File: src/rtl/cpu_seq_if.sv
// cpu_seq_if: sequencer-side bundle of the shared d_bus, ALU flags/strobes and memory controls.
interface cpu_seq_if;
  logic [7:0] d_bus;
  logic       c;
  logic       z;
  logic [7:0] instruction;
  logic       ldAcc;
  logic       useAlu;
  logic       dbusSelect;
  logic [4:0] mem_addr;
  logic       mem_oe;
  logic       mem_we;
  logic [4:0] pc;
  logic       halted;
  modport master (
    input  d_bus, c, z,
    output instruction, ldAcc, useAlu, dbusSelect, mem_addr, mem_oe, mem_we, pc, halted
  );
  modport slave (
    output d_bus, c, z,
    input  instruction, ldAcc, useAlu, dbusSelect, mem_addr, mem_oe, mem_we, pc, halted
  );
endinterface

File: src/rtl/cpu_seq.sv
// cpu_seq: fetch/decode/execute sequencer for the 8-bit accumulator CPU.
// Define CPU_SEQ_SINGLE_STEP_EN to add the step input and a WAIT state between instructions.
module cpu_seq #(
  parameter logic [4:0] RESET_PC = 5'h00
) (
  input logic tclk,
  input logic reset,
`ifdef CPU_SEQ_SINGLE_STEP_EN
  input logic step,
`endif
  cpu_seq_if.master bus
);
  typedef enum logic [2:0] {
    FETCH_A, FETCH_B, EXEC_A, EXEC_B, HALT
`ifdef CPU_SEQ_SINGLE_STEP_EN
    , WAIT
`endif
  } state_t;
  state_t state, done;
  logic [7:0] ir;
  logic [4:0] pc, a;
  logic [2:0] op;
  logic alu_op, rd_op, is_ld, is_st, is_jmp, taken, fa, ea, eb;
  assign op = ir[7:5];
  assign a = ir[4:0];
  assign alu_op = ~op[2];
  assign rd_op = alu_op & (op != 3'b011);
  assign is_ld = op == 3'b100;
  assign is_st = op == 3'b101;
  assign is_jmp = op[2] & op[1];
  assign taken = op[0] ? bus.c : bus.z;
  assign fa = state == FETCH_A;
  assign ea = state == EXEC_A;
  assign eb = state == EXEC_B;
`ifdef CPU_SEQ_SINGLE_STEP_EN
  assign done = WAIT;
`else
  assign done = FETCH_A;
`endif
  always_ff @(posedge tclk or posedge reset)
    if (reset) begin
      state <= FETCH_A;
      pc <= RESET_PC;
      ir <= '0;
    end else
      case (state)
        FETCH_A: begin
          ir <= bus.d_bus;
          pc <= pc + 5'd1;
          state <= FETCH_B;
        end
        FETCH_B: state <= (ir == 8'hff) ? HALT : EXEC_A;
        EXEC_A: begin
          if (is_jmp && taken) pc <= a;
          state <= (is_ld || is_jmp) ? done : EXEC_B;
        end
        EXEC_B: state <= done;
`ifdef CPU_SEQ_SINGLE_STEP_EN
        WAIT: if (step) state <= FETCH_A;
`endif
        default: state <= HALT;
      endcase
  // Strobes decode only registered state/IR; reset masks them so an in-flight write dies at once.
  assign bus.mem_oe = ~reset & (fa | ea & (rd_op | is_ld));
  assign bus.useAlu = ~reset & ea & (alu_op | is_st);
  assign bus.ldAcc = ~reset & (ea & is_ld | eb & alu_op);
  assign bus.dbusSelect = ~reset & eb;
  assign bus.mem_we = ~reset & eb & is_st;
  assign bus.mem_addr = (ea & (rd_op | is_ld) | eb & is_st) ? a : pc;
  assign bus.instruction = ir;
  assign bus.pc = pc;
  assign bus.halted = state == HALT;
  a_bus_excl: assert property (@(posedge tclk) disable iff (reset) !(bus.mem_oe && bus.dbusSelect));
endmodule

File: src/flat_wrapper.sv
// flat-port wrapper written by rule: the top's interface ports become plain ports
module cpu_seq_flat 
#(
  parameter logic [4:0] RESET_PC = 5'h00
)
  (tclk, reset, bus_d_bus, bus_c, bus_z, bus_instruction, bus_ldAcc, bus_useAlu, bus_dbusSelect, bus_mem_addr, bus_mem_oe, bus_mem_we, bus_pc, bus_halted);
  cpu_seq_if bus_i ();
  input logic tclk;
  input logic reset;
  input wire logic [$bits(bus_i.d_bus)-1:0] bus_d_bus;
  input wire logic [$bits(bus_i.c)-1:0] bus_c;
  input wire logic [$bits(bus_i.z)-1:0] bus_z;
  output wire logic [$bits(bus_i.instruction)-1:0] bus_instruction;
  output wire logic [$bits(bus_i.ldAcc)-1:0] bus_ldAcc;
  output wire logic [$bits(bus_i.useAlu)-1:0] bus_useAlu;
  output wire logic [$bits(bus_i.dbusSelect)-1:0] bus_dbusSelect;
  output wire logic [$bits(bus_i.mem_addr)-1:0] bus_mem_addr;
  output wire logic [$bits(bus_i.mem_oe)-1:0] bus_mem_oe;
  output wire logic [$bits(bus_i.mem_we)-1:0] bus_mem_we;
  output wire logic [$bits(bus_i.pc)-1:0] bus_pc;
  output wire logic [$bits(bus_i.halted)-1:0] bus_halted;
  assign bus_i.d_bus = bus_d_bus;
  assign bus_i.c = bus_c;
  assign bus_i.z = bus_z;
  assign bus_instruction = bus_i.instruction;
  assign bus_ldAcc = bus_i.ldAcc;
  assign bus_useAlu = bus_i.useAlu;
  assign bus_dbusSelect = bus_i.dbusSelect;
  assign bus_mem_addr = bus_i.mem_addr;
  assign bus_mem_oe = bus_i.mem_oe;
  assign bus_mem_we = bus_i.mem_we;
  assign bus_pc = bus_i.pc;
  assign bus_halted = bus_i.halted;
  cpu_seq #(.RESET_PC(RESET_PC)) u_core (.tclk(tclk), .reset(reset), .bus(bus_i));
endmodule
File: config.mk
export PLATFORM = sky130hd
export DESIGN_NAME = cpu_seq_flat
export DESIGN_NICKNAME = d
export VERILOG_FILES = /design/src/rtl/cpu_seq_if.sv /design/src/rtl/cpu_seq.sv /design/src/flat_wrapper.sv
export SDC_FILE = /design/constraint.sdc
export NUM_CORES = 1
export LEC_CHECK = 0
export CORE_MARGIN = 5
export CORE_UTILIZATION = 30
export DETAILED_ROUTE_END_ITERATION = 8
export HOLD_SLACK_MARGIN = 0.06
export PLACE_DENSITY = 0.68
export REMOVE_ABC_BUFFERS = 1
export SLEW_MARGIN = 5
export SYNTH_ARGS = -nofsm -noshare
export SYNTH_HDL_FRONTEND = slang
export SYNTH_SLANG_ARGS = --single-unit
File: constraint.sdc
create_clock -name tclk -period 3.1 [get_ports tclk]
set_clock_uncertainty 0.2 [all_clocks]
set_input_delay 0.775 -clock tclk [delete_from_list [all_inputs] [get_ports tclk]]
set_output_delay 0.775 -clock tclk [all_outputs]
set_load 0.01 [all_outputs]
# After elaboration in Yosys (flattened, before gate mapping)
# Index checks and enable logic that the tools add are counted.
# Widths: inputs -> output; s select.
# totals
ff_bits	16
latch_bits	0
mem_bits_rw	0
rom_bits	0
input_bits	12
out_inout_bits	24
word_cells	44
mem_count	0
# op_classes
n_addsub	1
n_mul	0
n_div	0
n_lt_le_gt_ge	0
n_eq_ne	9
shift	0
mux	7
n_bitwise	19
n_reduce_logical	5
# ops
operator	n
$and 1x1->1	12
$pmux 3 s4	1
$mux 5	2
$pmux 5 s2	1
$eq 3x3->1 const B	3
$eq 8x8->1 const B	1
$eq 3x2->1 const B	2
$add 5x1->5 const B	1
$or 1x1->1	5
$eq 3x1->1 const B	1
$logic_not 3->1	1
$mux 3	1
$ne 3x2->1 const B	1
$mux 2	1
$ne 2x2->1 const B	1
$not 1->1	2
$reduce_and 2->1	1
$reduce_bool 2->1	1
$logic_and 1x1->1	1
$logic_or 1x1->1	1
$mux 1	1

# Longest topological paths before layout
# Gate-level depths: netlist of run 1.
# depth
ltp_word	6
depth_mapped	6
depth_no_buf	5

# Least setup slack after synthesis of run 1
# Ideal clock, no wire load.
# synth_timing
kind	register -> output
startpoint	register u_core.ir[7], in the netlist u_core.bus.instruction[7]
endpoint	output port bus_mem_addr[0]
arrival_time_ns	1.389
t_required_ns	2.125
setup_slack_ns	0.736
path_stages_with_launch	5
path_buffers	0
path_cell_list	dfrtp_1 > nor2b_1 > and3_2 > o21bai_4 > mux2_4
# synth_via
elab_chain_len	6
word_cells_on_any_way	10
cone_classes	eq/ne (3); mux (1); bitwise (6)
# synth_lines
item	line	rtl
from (decl)	cpu_seq.sv:20	logic [7:0] ir;
from (signal assigned)	cpu_seq.sv:48	ir <= bus.d_bus;
$ne 3x2->1 / $not 1->1 (equally long branches)	cpu_seq.sv:27, cpu_seq.sv:26	
$and 1x1->1	cpu_seq.sv:27	assign rd_op = alu_op & (op != 3'b011);
$or 1x1->1	cpu_seq.sv:69	assign bus.mem_addr = (ea & (rd_op | is_ld) | eb & is_st) ? a : pc;
$and 1x1->1	cpu_seq.sv:69	
$or 1x1->1 *	cpu_seq.sv:69	
$mux 5 *	cpu_seq.sv:69	
to (decl)	flat_wrapper.sv:17	output wire logic [$bits(bus_i.mem_addr)-1:0] bus_mem_addr;
# Every way passes the cells marked *; elsewhere a longest branch is shown, timed or not.

# Worst setup path after layout of run 1
# layout_timing
startpoint	register u_core.state[0]
endpoint	output port bus_useAlu
# layout_via
elab_chain_len	3
# layout_lines
item	line	rtl
from (decl)	cpu_seq.sv:19	state_t state, done;
from (signal assigned)	cpu_seq.sv:52	FETCH_B: state <= (ir == 8'hff) ? HALT : EXEC_A;
from (signal assigned)	cpu_seq.sv:55	state <= (is_ld || is_jmp) ? done : EXEC_B;
from (signal assigned)	cpu_seq.sv:57	EXEC_B: state <= done;
$eq 3x2->1	cpu_seq.sv:33	assign ea = state == EXEC_A;
$and 1x1->1 (2 in a row)	cpu_seq.sv:65	assign bus.useAlu = ~reset & ea & (alu_op | is_st);
to (decl)	flat_wrapper.sv:15	output wire logic [$bits(bus_i.useAlu)-1:0] bus_useAlu;
# No other way between the ends.

==> results of run 1 <==
## area by class of cell
cell class	count	area [µm²]	share of cell area
clock buffer	4	36.3	0.0244
multi-input combinational	73	571	0.383
timing repair buffer	43	407	0.273
inverter	4	15.0	0.0101
tap	46	57.6	0.0387
sequential	16	403	0.271
## per-stage QoR
stage	power, mW	util	hold WS, ns
after detailed placement	1.54	0.433	0.376
after CTS	1.68	0.449	0.390
after global placement	1.51	0.433	0.331
after global routing	1.80	0.453	0.415
final	1.67	0.453	0.376
after floorplan	1.04	-	0.304
## what timing repair did
action,in CTS,in global routing
buffers inserted,3,0
resized for setup,6,4
endpoints found under the setup margin,5,5
## sequential cells by signal, indices dropped and copies added (netlist names)
register	cells
u_core.bus.instruction	8
u_core.bus.pc	5
u_core.state	3
## Yosys cell counts, types with 2 or more instances
library cell and n:
nor3_1 3, inv_1 4, o22ai_1 5, o211ai_1 2
dfrtp_1 16, mux2_1 5, nand2_1 3, a21oi_1 7
nor2b_1 2, mux2_2 2, nor3b_1 4, o21ai_0 3
buf_2 2, nand4_1 3, clkbuf_1 2, nor2_1 7
mux2_4 6
## cell families (layout without fill, tap and decap cells)
family	count (synthesis)	in the layout
buf+inv	9	51
flops	16	16
mux	13	13
fa+ha+maj	2	2
simple gates	33	33
compound gates	25	25
## power groups by stage
stage	Clock [mW]	Combinational, mW	Sequential [mW]
3_5_place_dp	0	1.05	0.482
5_1_grt	0.154	1.16	0.492
2_1_floorplan	0	0.529	0.509
3_3_place_gp	0	1.03	0.473
4_1_cts	0.149	1.06	0.470
6_report	0.144	1.06	0.470
## routing by layer
layer	share of wire	global-route usage	vias to the layer above
met5	0	0	-
met4	0.026	0.0532	0
met3	0.041	0.0216	9
met2	0.49	0.208	25
met1	0.44	0.155	451
li1	-	-	447
## path summary, 6_finish.rpt
path                                  start                        end  slack (ns)
min reg2reg                u_core.bus.pc[4]           u_core.bus.pc[4]        0.38
min                        u_core.bus.pc[4]           u_core.bus.pc[4]        0.38
max in group asynchronous             reset  u_core.bus.instruction[5]        1.78
min in group asynchronous             reset            u_core.state[2]        0.48
max reg2reg                 u_core.state[0]           u_core.bus.pc[4]        1.38
max                         u_core.state[0]                 bus_useAlu        0.07
## critical path, stage by stage, from the launching register on
cell             delay [ns]
dfrtp_2                0.46
buf_4                  0.18
or2_1                  0.31
nor3_1                 0.23
clkdlybuf4s50_1        0.59
==> results.md, run 1 <==
* Sw Share at 0.414
* DPL Wire Length at 2.00 mm
* Clock tree buffer depth at 2
* Count of different cell masters after synthesis at 39
* Largest cells by area after synthesis: dfrtp_1 40%, mux2_4 9.0%, mux2_1 5.6%
* Largest net degree at the start of global routing at 17
* Die X at 67.8 µm
* Combinational fraction of design power at 0.633
* Worst VDD drop at approximately 440 µV
* Flops & latches, synth at 16
* Filler Cell Count at roughly 320
* Psw at 693 µW
* WP data required at between 2 and 2.5 ns
* Most used DFF post-synth: dfrtp_1
* Area after DPL at about 1400 µm²
* Initial Util at 0.305
* Yosys top cell area share at 0.400
* Total gr overflow at 0
* Clk sinks at 16
* DIE AREA at 4590 µm²
* Drt initial violations at 36
* Detailed Routing Iterations Pass 1 at 4
* CTS Root Cell: clkbuf_4
* Worst-skew pair later-pin latency at 0.30 ns
* Max_cap viols at 0
* Slew HR at 0.579
* Critical Path Source Type: flop
* Fin. Hold Viols at 0
* Row count at 21
* Sequential element share of the synthesized area at 0.400
* Slew Limit Fails at 0
* Pwr dens at 1120 nW/µm²
* Simple-Gate Fraction of Synth Area at 0.201
* Gp weighted congestion at 0.830
* Clock share of power at 0.086
* Tcrit/Tclk final at 0.979
* Vias per inst at 5.01
* Vias in the first global route at 935
* Place WS at 0.00832 ns
* Pleak at 0.630 nW
* H-tree depth at 1
* Placeable Area at about 3300 µm²
* Upper clock frequency limit at 0.330 GHz
* Hold buffers post-CTS at 0
* CP endpoint kind: primary output
* Crit-path max FO at 8
* Worst Hold Class: reg2reg
* Compound-Gate Fraction of Synth Area at 0.166
* Worst hold path depth at 1
* Worst setup margin at 0.0655 ns
* Mapped Avg Cell Area at ~10 µm²
* Final setup vio count at 0
* Largest area contributor in the netlist: dfrtp_1
* Post-synth ARST share at 1.00
* Main combinational cell family by area after synthesis: simple AND/OR/NAND/NOR gates
* Worst-Margin Slew at 0.631 ns
* Commonest non-fill, non-tap cell in the layout: clkdlybuf4s50_1
* Ports at 36
* DRT Wirelength at about 2.7 mm
* Port bufs at 35
* Synth Area in XOR/XNOR at 0
* DR vias at between 900 and 1000
* Synth Area in Adders at 0.0238
* Antenna Cells at 0
* Post-synth EDFFs at 0
* Nets at 154
* Final TNS setup at 0 ns
* Post-route ant nets at 0
* Clk pin slew, worst setup/hold paths at 0.10 ns
* WP data arrival at 2.06 ns
* GRT Resource Usage Total at 0.124
* Internal cell power at 981 µW
* Cell count after placement at ~180
* Die span in y at 67.8 µm
* Post-Layout Cell Count at 186
* CTS tree: built
* Final min period at slightly above 3 ns
* Mux cell area share after synthesis at 0.169
* Fin area at roughly 1500 µm²
* Share of post-route cells with drive strength above 1 at 0.207
* Cts bufs inserted at 3
* P&R area growth vs syn at 48.8%
* Commonest cells after routing, fill and taps aside: 29 x clkdlybuf4s50_1, 14 x dfrtp_1, 8 x buf_4
* Reg2reg path depth at 6
* Post-synthesis cell area at 1000 µm²
* Global-route wire length before repair at between 4 and 5 mm
* Setup CP Type: reg2out
* Sequential share of power at 0.281
* Gate Count Post-Synth at between 90 and 100
* Routed len/inst at approximately 14 µm
* RSZ-0062 raised after global routing: no
* Synthesis Warnings at 0
* Drc violations at 0
* Status: complete, no violations
* Initial antenna violation count at 0
Power figures use the tool's default switching activity.
==> run 2, diff against run 1 <==
CORE_UTILIZATION = 45   (was 30)
PLACE_DENSITY = 0.91   (was 0.68)
==> results.md, run 2 (synthesized netlist as in run 1, its figures left out) <==
* Max_cap viols at 0 (unchanged)
* Worst-skew pair later-pin latency at 0.30 ns (about the same)
* Tcrit/Tclk final at 0.976 (was 0.979)
* DIE AREA at 3270 µm² (was 4590 µm²)
* Slew Limit Fails at 0 (unchanged)
* Hold buffers post-CTS at 0 (unchanged)
* Pwr dens at 1140 nW/µm² (was 1120 nW/µm²)
* P&R area growth vs syn at 48.5% (was 48.8%)
* Final Util at 0.685 (was 0.453)
* Slew HR at 0.579 (about the same)
* Die span in y at 57.2 µm (was 67.8 µm)
* Commonest cells after routing, fill and taps aside: 27 x clkdlybuf4s50_1, 13 x dfrtp_1, 9 x buf_4 (was 29 x clkdlybuf4s50_1, 14 x dfrtp_1, 8 x buf_4)
* Crit-path max FO at 5 (was 8)
* Worst Hold Class: reg2reg (unchanged)
* Filler Cell Count at 171 (was 322)
* Multi-input gate area at 566 µm² (was 571 µm²)
* Largest stage delay, worst path at 0.45 ns (was 0.59 ns)
* DRT Wirelength at 2.78 mm (was 2.65 mm)
* Initial antenna violation count at 0 (unchanged)
* Largest net degree at the start of global routing at 17 (unchanged)
* Share of post-route cells with drive strength above 1 at 0.213 (was 0.207)
* Final TNS setup at 0 ns (unchanged)
* M3 GR Usage at 0.0407 (was 0.0216)
* Clock tree buffer depth at 2 (unchanged)
* Commonest non-fill, non-tap cell in the layout: clkdlybuf4s50_1 (unchanged)
* Ports at 36 (unchanged)
* Vias in the first global route at 989 (was 935)
* WP data arrival at 2.05 ns (was 2.06 ns)
* Fin. Hold Viols at 0 (unchanged)
* Ordered cell list for the critical path: maj3_2, nor2_4, o21bai_4, buf_4, mux2_4, dlygate4sd2_1 (was buf_4, or2_1, nor3_1, clkdlybuf4s50_1)
* Cts bufs inserted at 3 (unchanged)
* Initial Util at 0.461 (was 0.305)
* Grt met1 use at 0.209 (was 0.155)
* CTS Root Cell: clkbuf_4 (unchanged)
* Row count at 17 (was 21)
* Seq. cell area at 404 µm² (was 403 µm²)
* DPL Wire Length at 2.04 mm (was 2.00 mm)
* DR vias at 965 (was 932)
* Antenna Cells at 0 (unchanged)
* Pleak at 0.692 nW (was 0.630 nW)
* Nets at 155 (was 154)
* Final min period at 3.03 ns (about the same)
* GRT Resource Usage Total at 0.175 (was 0.124)
* Clk sinks at 16 (unchanged)
* CP delay by family, top: flip-flops (was buffers and inverters)
* H-tree depth at 1 (unchanged)
* CP endpoint kind: primary output (unchanged)
* CTS tree: built (unchanged)
* Vias per inst at 5.71 (was 5.01)
* WP data required at 2.12 ns (about the same)
* Post-route ant nets at 0 (unchanged)
* Slowest CP cell: dfrtp_2 (was clkdlybuf4s50_1)
* Final setup vio count at 0 (unchanged)
* Clk pin slew, worst setup/hold paths at 0.10 ns (about the same)
* Worst VDD drop at 675 µV (was 441 µV)
* Worst-Margin Slew at 0.631 ns (about the same)
* Drc violations at 0 (unchanged)
* WP buf/inv at 2 (unchanged)
* Gp weighted congestion at 0.853 (was 0.830)
* Largest register FFs at 8 (unchanged)
* Port bufs at 35 (unchanged)
* Global routing's busiest layer: met2 (unchanged)
* Drt initial violations at 30 (was 36)
* Setup CP Type: reg2out (unchanged)
* Status: complete, no violations (unchanged)
* Upper clock frequency limit at 0.330 GHz (about the same)
* Met2 usage at 0.292 (was 0.208)
* Total gr overflow at 0 (unchanged)
* Global-route wire length before repair at 4.46 mm (was 4.35 mm)
* Critical Path Source Type: flop (unchanged)
* Final Power at 1.70 mW (was 1.67 mW)
* Placeable Area at 2170 µm² (was 3280 µm²)
* Detailed Routing Iterations Pass 1 at 4 (unchanged)
* Routed len/inst at 16.4 µm (was 14.3 µm)
* Die X at 57.2 µm (was 67.8 µm)
## run 2: final timing paths
kind                                           start                         to  slack (ns)  cells after the start
min in group asynchronous                      reset            u_core.state[0]        0.46                      2
max reg2reg                          u_core.state[0]           u_core.bus.pc[1]        1.32                      5
min                        u_core.bus.instruction[6]  u_core.bus.instruction[6]        0.34                      1
max                        u_core.bus.instruction[5]            bus_mem_addr[1]        0.07                      6
max in group asynchronous                      reset  u_core.bus.instruction[6]        1.80                      2
min reg2reg                u_core.bus.instruction[6]  u_core.bus.instruction[6]        0.34                      1
## run 2: power by group
part / switching, mW / total (mW) / internal [mW]
clock network: 0.0720 / 0.144 / 0.0717
registers: 0.155 / 0.474 / 0.319
logic: 0.476 / 1.08 / 0.607
## run 2: final cells by class
cell class | count | share of cell area
multi-input combinational | 73 | 0.380
timing repair buffer | 44 | 0.290
sequential | 16 | 0.272
clock buffer | 4 | 0.0244
tap | 28 | 0.0236
inverter | 4 | 0.0101
## run 2: per-layer routing
metal / share of wire / vias to the layer above
li1: - / 447
met1: 0.39 / 457
met2: 0.50 / 51
met3: 0.076 / 10
met4: 0.031 / 0
met5: 0 / -
## run 2: through the flow
step / setup slack, ns / instance area [µm²] / hold WS [ns] / std cells
CTS: 0.00888 / 1460 / 0.344 / 168
floorplan: 0.736 / 976 / 0.304 / 93
finish: 0.0739 / 1490 / 0.342 / 169
global placement: 0.0971 / 1390 / 0.320 / 160
detailed placement: -0.0178 / 1390 / 0.330 / 160
global route: -0.00253 / 1490 / 0.368 / 169
## run 2: timing repair
item                                    4_1_cts  5_1_grt
endpoints found under the setup margin        6        9
endpoints found under the hold margin         0        0
resized for setup                             5        7
buffers inserted                              4        1
gates cloned                                  0        0
pin swaps                                     0        0
==> run 3, diff against run 2 <==
ABC_AREA = 1   (was default)
==> results.md, run 3 <==
* Drc violations at 0 (unchanged)
* Upper clock frequency limit at 0.335 GHz (was 0.330 GHz)
* CTS Root Cell: clkbuf_4 (unchanged)
* Largest register FFs at 8 (unchanged)
* Clk sinks at 16 (unchanged)
* WP data arrival at 2.01 ns (was 2.05 ns)
* Post-synth EDFFs at 0 (unchanged)
* Worst-Margin Slew at 0.613 ns (was 0.631 ns)
* Die X at 57.5 µm (was 57.2 µm)
* Cell count after placement at 202 (was 160)
* Row count at 17 (unchanged)
* CP delay by family, top: simple AND/OR/NAND/NOR gates (was flip-flops)
* Largest cells by area after synthesis: dfrtp_1 39%, nand2_1 20%, nand3_1 9.9% (was dfrtp_1 40%, mux2_4 9.0%, mux2_1 5.6%)
* Final setup vio count at 0 (unchanged)
* H-tree depth at 1 (unchanged)
* Post-synthesis cell area at 1020 µm² (was 1000 µm²)
* Worst-skew pair later-pin latency at 0.28 ns (was 0.30 ns)
* Crit-path max FO at 7 (was 5)
* Top-count cell post-synth: nand2_1 (was dfrtp_1)
* Worst VDD drop at 564 µV (was 675 µV)
* Die span in y at 57.5 µm (was 57.2 µm)
* Max_cap viols at 0 (unchanged)
* Hold path start: u_core.state[2] (was u_core.bus.instruction[6])
* DPL Wire Length at 2.24 mm (was 2.04 mm)
* Share of post-route cells with drive strength above 1 at 0.111 (was 0.213)
* Global-route wire length before repair at 4.83 mm (was 4.46 mm)
* Setup CP Type: reg2out (unchanged)
* Sequential element share of the synthesized area at 0.394 (was 0.400)
* Detailed Routing Iterations Pass 1 at 4 (unchanged)
* Antenna Cells at 0 (unchanged)
* Largest stage delay, worst path at 0.53 ns (was 0.45 ns)
* Vias per inst at 5.36 (was 5.71)
* Gp weighted congestion at 0.866 (was 0.853)
* GRT Resource Usage Total at 0.187 (was 0.175)
* Post-synth ARST share at 1.00 (unchanged)
* Slew Limit Fails at 0 (unchanged)
* Worst Hold Class: reg2reg (unchanged)
* Largest area contributor in the netlist: dfrtp_1 (unchanged)
* Yosys top cell area share at 0.394 (was 0.400)
* Pleak at 0.758 nW (was 0.692 nW)
* DIE AREA at 3310 µm² (was 3270 µm²)
* Slew HR at 0.591 (was 0.579)
* Slowest CP cell: clkdlybuf4s50_1 (was dfrtp_2)
* Routed len/inst at 13.8 µm (was 16.4 µm)
* Critical Path Source Type: flop (unchanged)
* Initial antenna violation count at 0 (unchanged)
* Clk pin slew, worst setup/hold paths at 0.09 ns (was 0.10 ns)
* Nets at 195 (was 155)
* Most used cell, CP: nand2_1
* Port bufs at 35 (unchanged)
* Fin. Hold Viols at 0 (unchanged)
* Commonest cells after routing, fill and taps aside: 54 x nand2_1, 30 x clkdlybuf4s50_1, 20 x nand3_1 (was 27 x clkdlybuf4s50_1, 13 x dfrtp_1, 9 x buf_4)
* Commonest non-fill, non-tap cell in the layout: nand2_1 (was clkdlybuf4s50_1)
* Post-Layout Cell Count at 208 (was 169)
* Final TNS setup at 0 ns (unchanged)
* CTS tree: built (unchanged)
* Status: complete, no violations (unchanged)
* P&R area growth vs syn at 43.0% (was 48.5%)
* Tcrit/Tclk final at 0.964 (was 0.976)
* Clock tree buffer depth at 2 (unchanged)
* Cts bufs inserted at 3 (unchanged)
* Gate Count Post-Synth at 140 (was 98)
* Count of different cell masters after synthesis at 22 (was 39)
* Total gr overflow at 0 (unchanged)
* Launching point of the worst reg2reg path: u_core.state[2] (was u_core.state[0])
* Mapped Avg Cell Area at 7.26 µm² (was 10.2 µm²)
* Placeable Area at 2190 µm² (was 2170 µm²)
* Ordered cell list for the critical path: nand3_2, or2_4, nand2_8, nand2_1, nand2_1, clkdlybuf4s50_1 (was maj3_2, nor2_4, o21bai_4, buf_4, mux2_4, dlygate4sd2_1)
* CP endpoint kind: primary output (unchanged)
* DR vias at 1114 (was 965)
* Post-route ant nets at 0 (unchanged)
* WP data required at 2.12 ns (about the same)
* CP startpoint: u_core.state[0] (was u_core.bus.instruction[5])
* Pwr dens at 1020 nW/µm² (was 1140 nW/µm²)
* Synthesis Warnings at 0 (unchanged)
* WP buf/inv at 1 (was 2)
* Ports at 36 (unchanged)
* Most used DFF post-synth: dfrtp_1 (unchanged)
* Drt initial violations at 37 (was 30)
* Initial Util at 0.464 (was 0.461)
* Synth top cells by count: 54 x nand2_1, 20 x nand3_1, 16 x dfrtp_1 (was 16 x dfrtp_1, 7 x a21oi_1, 7 x nor2_1)
* DRT Wirelength at 2.88 mm (was 2.78 mm)
* Largest net degree at the start of global routing at 19 (was 17)
* Final min period at 2.99 ns (was 3.03 ns)
* RSZ-0062 raised after global routing: no
* Flops & latches, synth at 16 (unchanged)
* Vias in the first global route at 1095 (was 989)
==> run 3: changes by cell type in the layout (fill, tap and decap cells not counted), sizes merged, moves of 4 or more <==
cell   change
nor3b      -4
nand2     +55
nand3     +22
inv        +6
mux2      -13
o22ai      -5
==> run 3: logic make-up after synthesis <==
| family | after synthesis | synth area share |
|---|---|---|
| compound gates | 11 | 0.0566 |
| xor+xnor | 1 | 0.00862 |
| fa+ha+maj | 1 | 0.0123 |
| buf+inv | 14 | 0.0677 |
| flops | 16 | 0.394 |
| simple gates | 97 | 0.461 |
==> run 3: power by group <==
part / internal (mW) / switching, mW
combinational: 0.436 / 0.483
clock: 0.0451 / 0.0626
sequential: 0.307 / 0.153
total: 0.787 / 0.699
==> run 3: repair_timing <==
action	in CTS	in global routing
setup endpoints to repair	6	7
gates resized for setup	2	5
hold buffers	0	0
buffers inserted	0	3
==> run 3: metal layers <==
layer,GRT usage,part of all wire,vias up
li1,-,-,536
met1,0.212,0.39,509
met2,0.319,0.51,59
met3,0.0407,0.080,10
met4,0.106,0.026,0
met5,0,0,-
==> run 3: path summary, 6_finish.rpt <==
check                              endpoint  slack, ns  depth (start not counted)
max                         bus_mem_addr[2]       0.11                          6
min                         u_core.state[1]       0.37                          3
max reg2reg                u_core.bus.pc[4]       1.49                          9
min reg2reg                 u_core.state[1]       0.37                          3
max in group asynchronous  u_core.bus.pc[1]       1.85                          2
min in group asynchronous   u_core.state[0]       0.45                          2
==> run 3: cell type report <==
cell class                      instances  area (µm²)
Multi-Input combinational cell        110         549
Sequential cell                        16         400
Fill cell                             191         738
Inverter                               10        37.5
Timing Repair Buffer                   41         408
Clock buffer                            3        22.5
Tap cell                               28        35.0
==> run 3: worst reg2reg max path: cells and delay by family, from the launching register on <==
| kind | cells | cell delay [ns] |
|---|---|---|
| simple gates | 6 | 0.53 |
| flops | 1 | 0.40 |
| buf+inv | 3 | 0.41 |
==> run 3: stage by stage <==
step	hold slack (ns)	utilization	setup WS, ns	cell area, µm²	total power [mW]
floorplan	0.291	-	0.823	985	0.937
global route	0.412	0.663	0.0236	1450	1.62
global placement	0.321	0.636	0.0972	1390	1.33
detailed placement	0.338	0.636	0.0534	1390	1.38
CTS	0.371	0.647	0.00788	1420	1.49
finish	0.369	0.663	0.112	1450	1.49
